**src/rtl/fifo_stream_reader_if.sv**
```systemverilog
// FIFO pop side and valid/ready stream side of the FIFO drain stage.
// master = the reader stage, slave = FIFO + downstream consumer.
interface fifo_stream_reader_if #(
    parameter int DATA_WIDTH = 8
);
    logic                  fifo_empty;
    logic [DATA_WIDTH-1:0] fifo_rd_data;
    logic                  fifo_rd;
    logic                  m_valid;
    logic [DATA_WIDTH-1:0] m_data;
    logic                  m_ready;

    modport master (
        input  fifo_empty, fifo_rd_data, m_ready,
        output fifo_rd, m_valid, m_data
    );

    modport slave (
        output fifo_empty, fifo_rd_data, m_ready,
        input  fifo_rd, m_valid, m_data
    );
endinterface

```
**src/rtl/fifo_stream_reader.sv**
```systemverilog
// Drains a FIFO (pop strobe, data one cycle later) into a valid/ready stream
// through a 2-entry skid buffer; counts accepted words.
module fifo_stream_reader #(
    parameter int DATA_WIDTH  = 8,
    parameter int COUNT_WIDTH = 16
) (
    input  logic                   clk,
    input  logic                   reset,
    fifo_stream_reader_if.master   bus,
    output logic [COUNT_WIDTH-1:0] xfer_count
);
    logic [1:0]             occ_q, occ_d;
    logic                   inf_q;
    logic                   head_q, tail_q;
    logic [DATA_WIDTH-1:0]  mem_q [2];
    logic [COUNT_WIDTH-1:0] cnt_q;
    logic                   pop, rd;
    logic [2:0]             level;

    assign pop = (occ_q != 2'd0) & bus.m_ready;

    // Occupancy after this edge counting the in-flight word; a pop can free a slot
    // the same cycle, which is what keeps 1 word/cycle in steady state.
    always_comb begin
        level = {1'b0, occ_q} + {2'b00, inf_q} - {2'b00, pop};
        occ_d = level[1:0];
        rd    = ~reset & ~bus.fifo_empty & (level < 3'd2);
    end

    always_ff @(posedge clk or posedge reset) begin
        if (reset) begin
            occ_q    <= '0;
            inf_q    <= 1'b0;
            head_q   <= 1'b0;
            tail_q   <= 1'b0;
            mem_q[0] <= '0;
            mem_q[1] <= '0;
            cnt_q    <= '0;
        end else begin
            if (inf_q) begin
                mem_q[tail_q] <= bus.fifo_rd_data;
                tail_q        <= ~tail_q;
            end
            if (pop) begin
                head_q <= ~head_q;
                cnt_q  <= cnt_q + 1'b1;
            end
            occ_q <= occ_d;
            inf_q <= rd;
        end
    end

    assign bus.fifo_rd = rd;
    assign bus.m_valid = (occ_q != 2'd0);
    assign bus.m_data  = mem_q[head_q];
    assign xfer_count  = cnt_q;
endmodule

```
**src/flat_wrapper.sv**
```systemverilog
// flat-port wrapper written by rule: the top's interface ports become plain ports
module fifo_stream_reader_flat 
#(
    parameter int DATA_WIDTH  = 8,
    parameter int COUNT_WIDTH = 16
)
  (clk, reset, xfer_count, bus_fifo_empty, bus_fifo_rd_data, bus_m_ready, bus_fifo_rd, bus_m_valid, bus_m_data);
  fifo_stream_reader_if #(.DATA_WIDTH(DATA_WIDTH)) bus_i ();
  input  logic clk;
  input  logic reset;
  output logic [COUNT_WIDTH-1:0] xfer_count;
  input wire logic [$bits(bus_i.fifo_empty)-1:0] bus_fifo_empty;
  input wire logic [$bits(bus_i.fifo_rd_data)-1:0] bus_fifo_rd_data;
  input wire logic [$bits(bus_i.m_ready)-1:0] bus_m_ready;
  output wire logic [$bits(bus_i.fifo_rd)-1:0] bus_fifo_rd;
  output wire logic [$bits(bus_i.m_valid)-1:0] bus_m_valid;
  output wire logic [$bits(bus_i.m_data)-1:0] bus_m_data;
  assign bus_i.fifo_empty = bus_fifo_empty;
  assign bus_i.fifo_rd_data = bus_fifo_rd_data;
  assign bus_i.m_ready = bus_m_ready;
  assign bus_fifo_rd = bus_i.fifo_rd;
  assign bus_m_valid = bus_i.m_valid;
  assign bus_m_data = bus_i.m_data;
  fifo_stream_reader #(.DATA_WIDTH(DATA_WIDTH), .COUNT_WIDTH(COUNT_WIDTH)) u_core (.clk(clk), .reset(reset), .bus(bus_i), .xfer_count(xfer_count));
endmodule
```
**config.mk**
```make
export PLATFORM = sky130hd
export DESIGN_NAME = fifo_stream_reader_flat
export DESIGN_NICKNAME = d
export VERILOG_FILES = /design/src/rtl/fifo_stream_reader_if.sv /design/src/rtl/fifo_stream_reader.sv /design/src/flat_wrapper.sv
export SDC_FILE = /design/constraint.sdc
export NUM_CORES = 1
export LEC_CHECK = 0
export ABC_AREA = 1
export ABC_CLOCK_PERIOD_IN_PS = 3050
export BUFFER_PORTS_ARGS = -buffer_cell sky130_fd_sc_hd__clkbuf_2
export CORE_MARGIN = 5
export CORE_UTILIZATION = 54
export CTS_CLUSTER_DIAMETER = 40
export DETAILED_ROUTE_END_ITERATION = 6
export PLACE_DENSITY = 0.79
export SLEW_MARGIN = 10
export SYNTH_ARGS = -nofsm -noshare
export SYNTH_HDL_FRONTEND = slang
export SYNTH_SLANG_ARGS = --single-unit
```
**constraint.sdc**
```tcl
create_clock -name clk -period 3.05 [get_ports clk]
set_input_delay 0.4575 -clock clk [delete_from_list [all_inputs] [get_ports clk]]
set_output_delay 0.4575 -clock clk [all_outputs]
set_load 0.01 [all_outputs]
```
# Word level (Yosys, flattened, before mapping)
# Cells that the tools add are included.
# Widths: inputs -> output; s select.
# word_totals
reg_bits,37
in_bits,12
output_inout_bits,26
elab_cells,31
# op_classes
addsub,3
order_cmp,4
n_mux,6
bitwise,9
reduce_logical,2
# ops
operator,n
$mux 8,4
$add 16x1->16 const B,1
$bwmux 16,1
$demux 8 s1,1
$ge 2x2->1 const B,2
$not 1->1,4
$not 1->2,2
$add 2x1->3,1
$and 1x1->1,3
$lt 3x2->1 const B,1
$sub 3x1->3,1
$lt 2x1->1 const B,1
$reduce_bool 2->1,1
$logic_and 1x1->1,1

# Longest topological paths before layout
# logic_depth
word_depth,6
mapped_depth,8
depth_no_buf,8

# Worst setup path before layout
# No wires, ideal clock.
# synth_path
kind,register -> output
start,reg u_core.occ_q[1]
end,out bus_fifo_rd
t_arrival_ps,2120
required_ps,2592
path_slack_ps,473
path_stages_with_launch,8
n_path_buf,0
path_cell_list,dfrtp_1 nor2_2 nor2_8 ha_1 inv_1 ha_1 fa_1 nor4_1
# synth_via
elab_chain_len,5
word_cells_on_any_way,6
classes_between,add/sub: 2; order compare: 1; bitwise: 2; reduce/logical: 1
# synth_lines
item,line_no,text
start: declaration,fifo_stream_reader.sv:12,"logic [1:0] occ_q, occ_d;"
start signal: assignment,fifo_stream_reader.sv:32,occ_q <= '0;
start signal: assignment,fifo_stream_reader.sv:48,occ_q <= occ_d;
$reduce_bool 2->1,fifo_stream_reader.sv:20,assign pop = (occ_q != 2'd0) & bus.m_ready;
$and 1x1->1,fifo_stream_reader.sv:20,
via u_core.pop,fifo_stream_reader.sv:17,"logic pop, rd;"
$sub 3x1->3,fifo_stream_reader.sv:25,"level = {1'b0, occ_q} + {2'b00, inf_q} - {2'b00, pop};"
via u_core.level[1],fifo_stream_reader.sv:18,logic [2:0] level;
$lt 3x2->1,fifo_stream_reader.sv:27,rd = ~reset & ~bus.fifo_empty & (level < 3'd2);
$and 1x1->1,fifo_stream_reader.sv:27,
end: declaration,flat_wrapper.sv:15,output wire logic [$bits(bus_i.fifo_rd)-1:0] bus_fifo_rd;
# The timed path passes the listed nets, and every way through them passes these cells.

# Final worst setup path
# Same ends and word-level chain as after synthesis.

==> run summary <==
### Route
- 1,345 — total via count in the routed design
- 3388 um — wire length reported by the detailed router
- 0 — post-detailed-route DRC marker count
- 4.703 — average via count per standard cell
- 11.85 um — average wire per standard cell
- 4 — 1st-pass router iterations
- 67 — Detailed Route Iter0 Violations
- 0 — Detail Route Antenna Nets

### Synth
- 9.269 um2 — Syn Area/Cell
- sky130_fd_sc_hd__nand2_1 (52), sky130_fd_sc_hd__dfrtp_1 (37), sky130_fd_sc_hd__inv_1 (31) — synth cell count leaders
- 50.96% — fraction of post-synthesis cell area in the top cell type by area
- 196 — count of mapped cells out of synthesis
- 50.96% — share of synthesized area occupied by flip-flops and latches
- 0 — number of synthesized flops with an enable pin
- 100.0% — Synth async-reset ratio
- 212 — post-synthesis net count
- 23 — number of library cell types mapped by synthesis
- sky130_fd_sc_hd__dfrtp_1 — cell taking the most area after synthesis
- sky130_fd_sc_hd__dfrtp_1 (51%), sky130_fd_sc_hd__nand2_1 (11%), sky130_fd_sc_hd__inv_1 (6.4%) — cells taking the most area after synthesis
- sky130_fd_sc_hd__nand2_1 — cell with the most instances after synthesis
- 1817 um2 — area of the mapped netlist
- 0 — total number of yosys warnings
- 37 — flip-flop and latch count after synthesis
- sky130_fd_sc_hd__dfrtp_1 — Post-synth top flop

### Timing
- 39.39% — slew margin rel.
- false — RSZ-0062 raised after global routing
- 908.2 ps — worst-margin pin slew
- 0 ps — Setup Total Neg Slack
- 95.93% — final period utilization
- 0 — final count of hold timing violations
- 2926 ps — Period minus WS final
- 0 — Final Slew Violations
- 4.151 ps — clock skew after layout
- 0.3418 GHz — maximum clock frequency
- 0 — setup-violating endpoint count in the final report

### Critical path
- sky130_fd_sc_hd__ha_1 — dominant cell type by count on the critical path
- 490 ps — delay of the slowest cell on the worst path
- flip-flop to primary output — Worst Setup Path Type
- adder cells — dominant delay contributor by cell family on the critical path
- 4 — peak fanout along the critical path
- primary output — Crit. End Element
- flip-flop — sort of element at the start of the critical path
- 2470 ps — signal arrival time at the worst endpoint
- 2 — Buf+Inv Stages, Crit Path
- 2590 ps — required time of the critical path
- sky130_fd_sc_hd__fa_1 — crit path max-delay cell type
- nor2_4 > nor2_8 > ha_1 > inv_1 > ha_1 > fa_1 > nor4_2 > clkbuf_2 — series of cell instances along the critical path

### Power and ir drop
- 0.4103 mV — worst IR drop on VDD
- 1.172 nW — Lkg Pwr
- 825.9 nW/um2 — Power Density

### Global routing
- 0 — final global-route overflow total
- 27 — largest net degree at the start of global routing
- 1,292 — via count of the first global-routing pass
- 5830 um — wire length of the first global-routing pass
- 0 — initial antenna violation count
- 16.95% — global-route usage over all layers

### Floorplan
- 68 um — DIE WIDTH
- 38 — boundary pin count
- 4624 um2 — Die Footprint
- 55.31% — Initial Util
- 3284 um2 — core area
- 21 — Row Count
- 68 um — Chip Height

### Clock tree
- 2 — buffer depth of the longest clock path
- 37 — CTS sink cnt
- done — CTS tree
- 2 — number of H-tree branching levels
- sky130_fd_sc_hd__clkbuf_4 — clk root buf
- 0 — Post CTS Setup Buffer Count
- 100 ps — clock transition at the register clock pins on the worst setup and hold paths after CTS
- 5 — total CTS buffers
- 330 ps — clock insertion delay at the later pin of the skew report

### Final layout
- 286 — count of non-filler cells in the finished layout
- 0 — antenna diode count
- 256 — Total Nets Final
- 26.67% — share of cells above drive strength 1
- 17.49% — Area Growth Syn to Fin
- 2135 um2 — final instance area
- 64.99% — Finished Core Util

### Flow run
- 0 — count of max-cap constraint violations

### Outcome
- finished clean — run status

### Worst hold path
- input pin to flip-flop — Tightest Hold Check Type

### Placed design
- 37 — number of buffers inserted by port buffering
- 2609 um — HPWL after DPL
- 0.8191 — routability congestion estimate from global placement
- 2068 um2 — post-place instance area
- 279 — number of cells in the design after placement

## final timing paths
path	slack, ps	depth (start not counted)	endpoint	startpoint
worst max-delay path	120	8	bus_fifo_rd	u_core.occ_q[1]
worst min-delay path	290	2	u_core.inf_q	bus_fifo_empty
worst max register to register	1000	7	u_core.inf_q	u_core.occ_q[1]
worst min register to register	490	2	u_core.mem_q[1]	u_core.mem_q[1]
max in group asynchronous	2060	3	u_core.occ_q[0]	reset
min in group asynchronous	310	2	u_core.mem_q[9]	reset
## where the power goes
part,switching (mW),internal (mW),leakage (nW),total [mW]
combinational,0.358,0.322,0.687,0.680
clock,0.147,0.109,0.0314,0.256
sequential,0.157,0.669,0.454,0.827
total,0.663,1.10,1.17,1.76
## through the flow
| step | worst slack [ps] | power (mW) | hold slack, ps |
|---|---|---|---|
| 2_1_floorplan | 472.7 | 1.269 | 447.6 |
| 5_1_grt | 28.86 | 1.906 | 275.8 |
| 3_3_place_gp | 435.5 | 1.473 | 460.7 |
| 4_1_cts | 63.07 | 1.776 | 273.7 |
| 3_5_place_dp | 344.0 | 1.510 | 470.3 |
| 6_report | 124.0 | 1.763 | 292.0 |
## layer usage
metal,vias to the layer above,wire length (um),global-route usage (%)
met5,-,0,0
met4,0,89,7.444
met3,9,150,3.448
met2,26,1620,27.08
met1,620,1528,22.21
li1,690,-,-
## flip-flops by register name, indices dropped and copies added, names as in the netlist
| signal | cells |
|---|---|
| u_core.tail_q | 1 |
| u_core.xfer_count | 16 |
| u_core.head_q | 1 |
| u_core.occ_q | 2 |
| u_core.mem_q | 16 |
| u_core.inf_q | 1 |
## area by class of cell
type / count / area [um2]
clock buffer: 7 / 55.05
fill: 281 / 1150
inverter: 31 / 116.4
multi-input combinational: 125 / 772.0
sequential: 37 / 925.9
tap: 46 / 57.56
timing repair buffer: 40 / 207.7
## timing repair
action | 4_1_cts | 5_1_grt
hold endpoints to repair | 0 | 0
setup endpoints to repair | 1 | 1
hold buffers | 0 | 0
gates resized for setup | 1 | 1
## layout by cell type, fill, tap and decap left out, drive strengths merged
| master | n |
|---|---|
| nor2 | 17 |
| xor2 | 7 |
| nor4 | 1 |
| clkbuf | 44 |
| xnor2 | 5 |
| ha | 3 |
| nor3 | 1 |
| nand3 | 6 |
| fa | 1 |
| buf | 3 |
| dfrtp | 37 |
| inv | 31 |
| nand4 | 1 |
| o21ai | 19 |
| nand3b | 2 |
| nand2 | 54 |
| mux2 | 8 |
## worst reg2reg max path, delay by kind of cell (launching register included)
family	cells	cell delay (ps)
fa+ha+maj	3	950
flops	1	450
simple gates	3	510
buf+inv	1	40
## kinds of logic after synthesis
| family | Yosys count | synth area share (%) |
|---|---|---|
| XOR/XNOR | 12 | 6.198 |
| buffers and inverters | 34 | 7.162 |
| AO/OA/AOI/OAI | 19 | 5.234 |
| flip-flops | 37 | 50.96 |
| multiplexers | 8 | 4.959 |
| AND/OR/NAND/NOR | 82 | 22.31 |
| adder cells (fa/ha/maj) | 4 | 3.168 |
(Power assumes the default switching activity.)
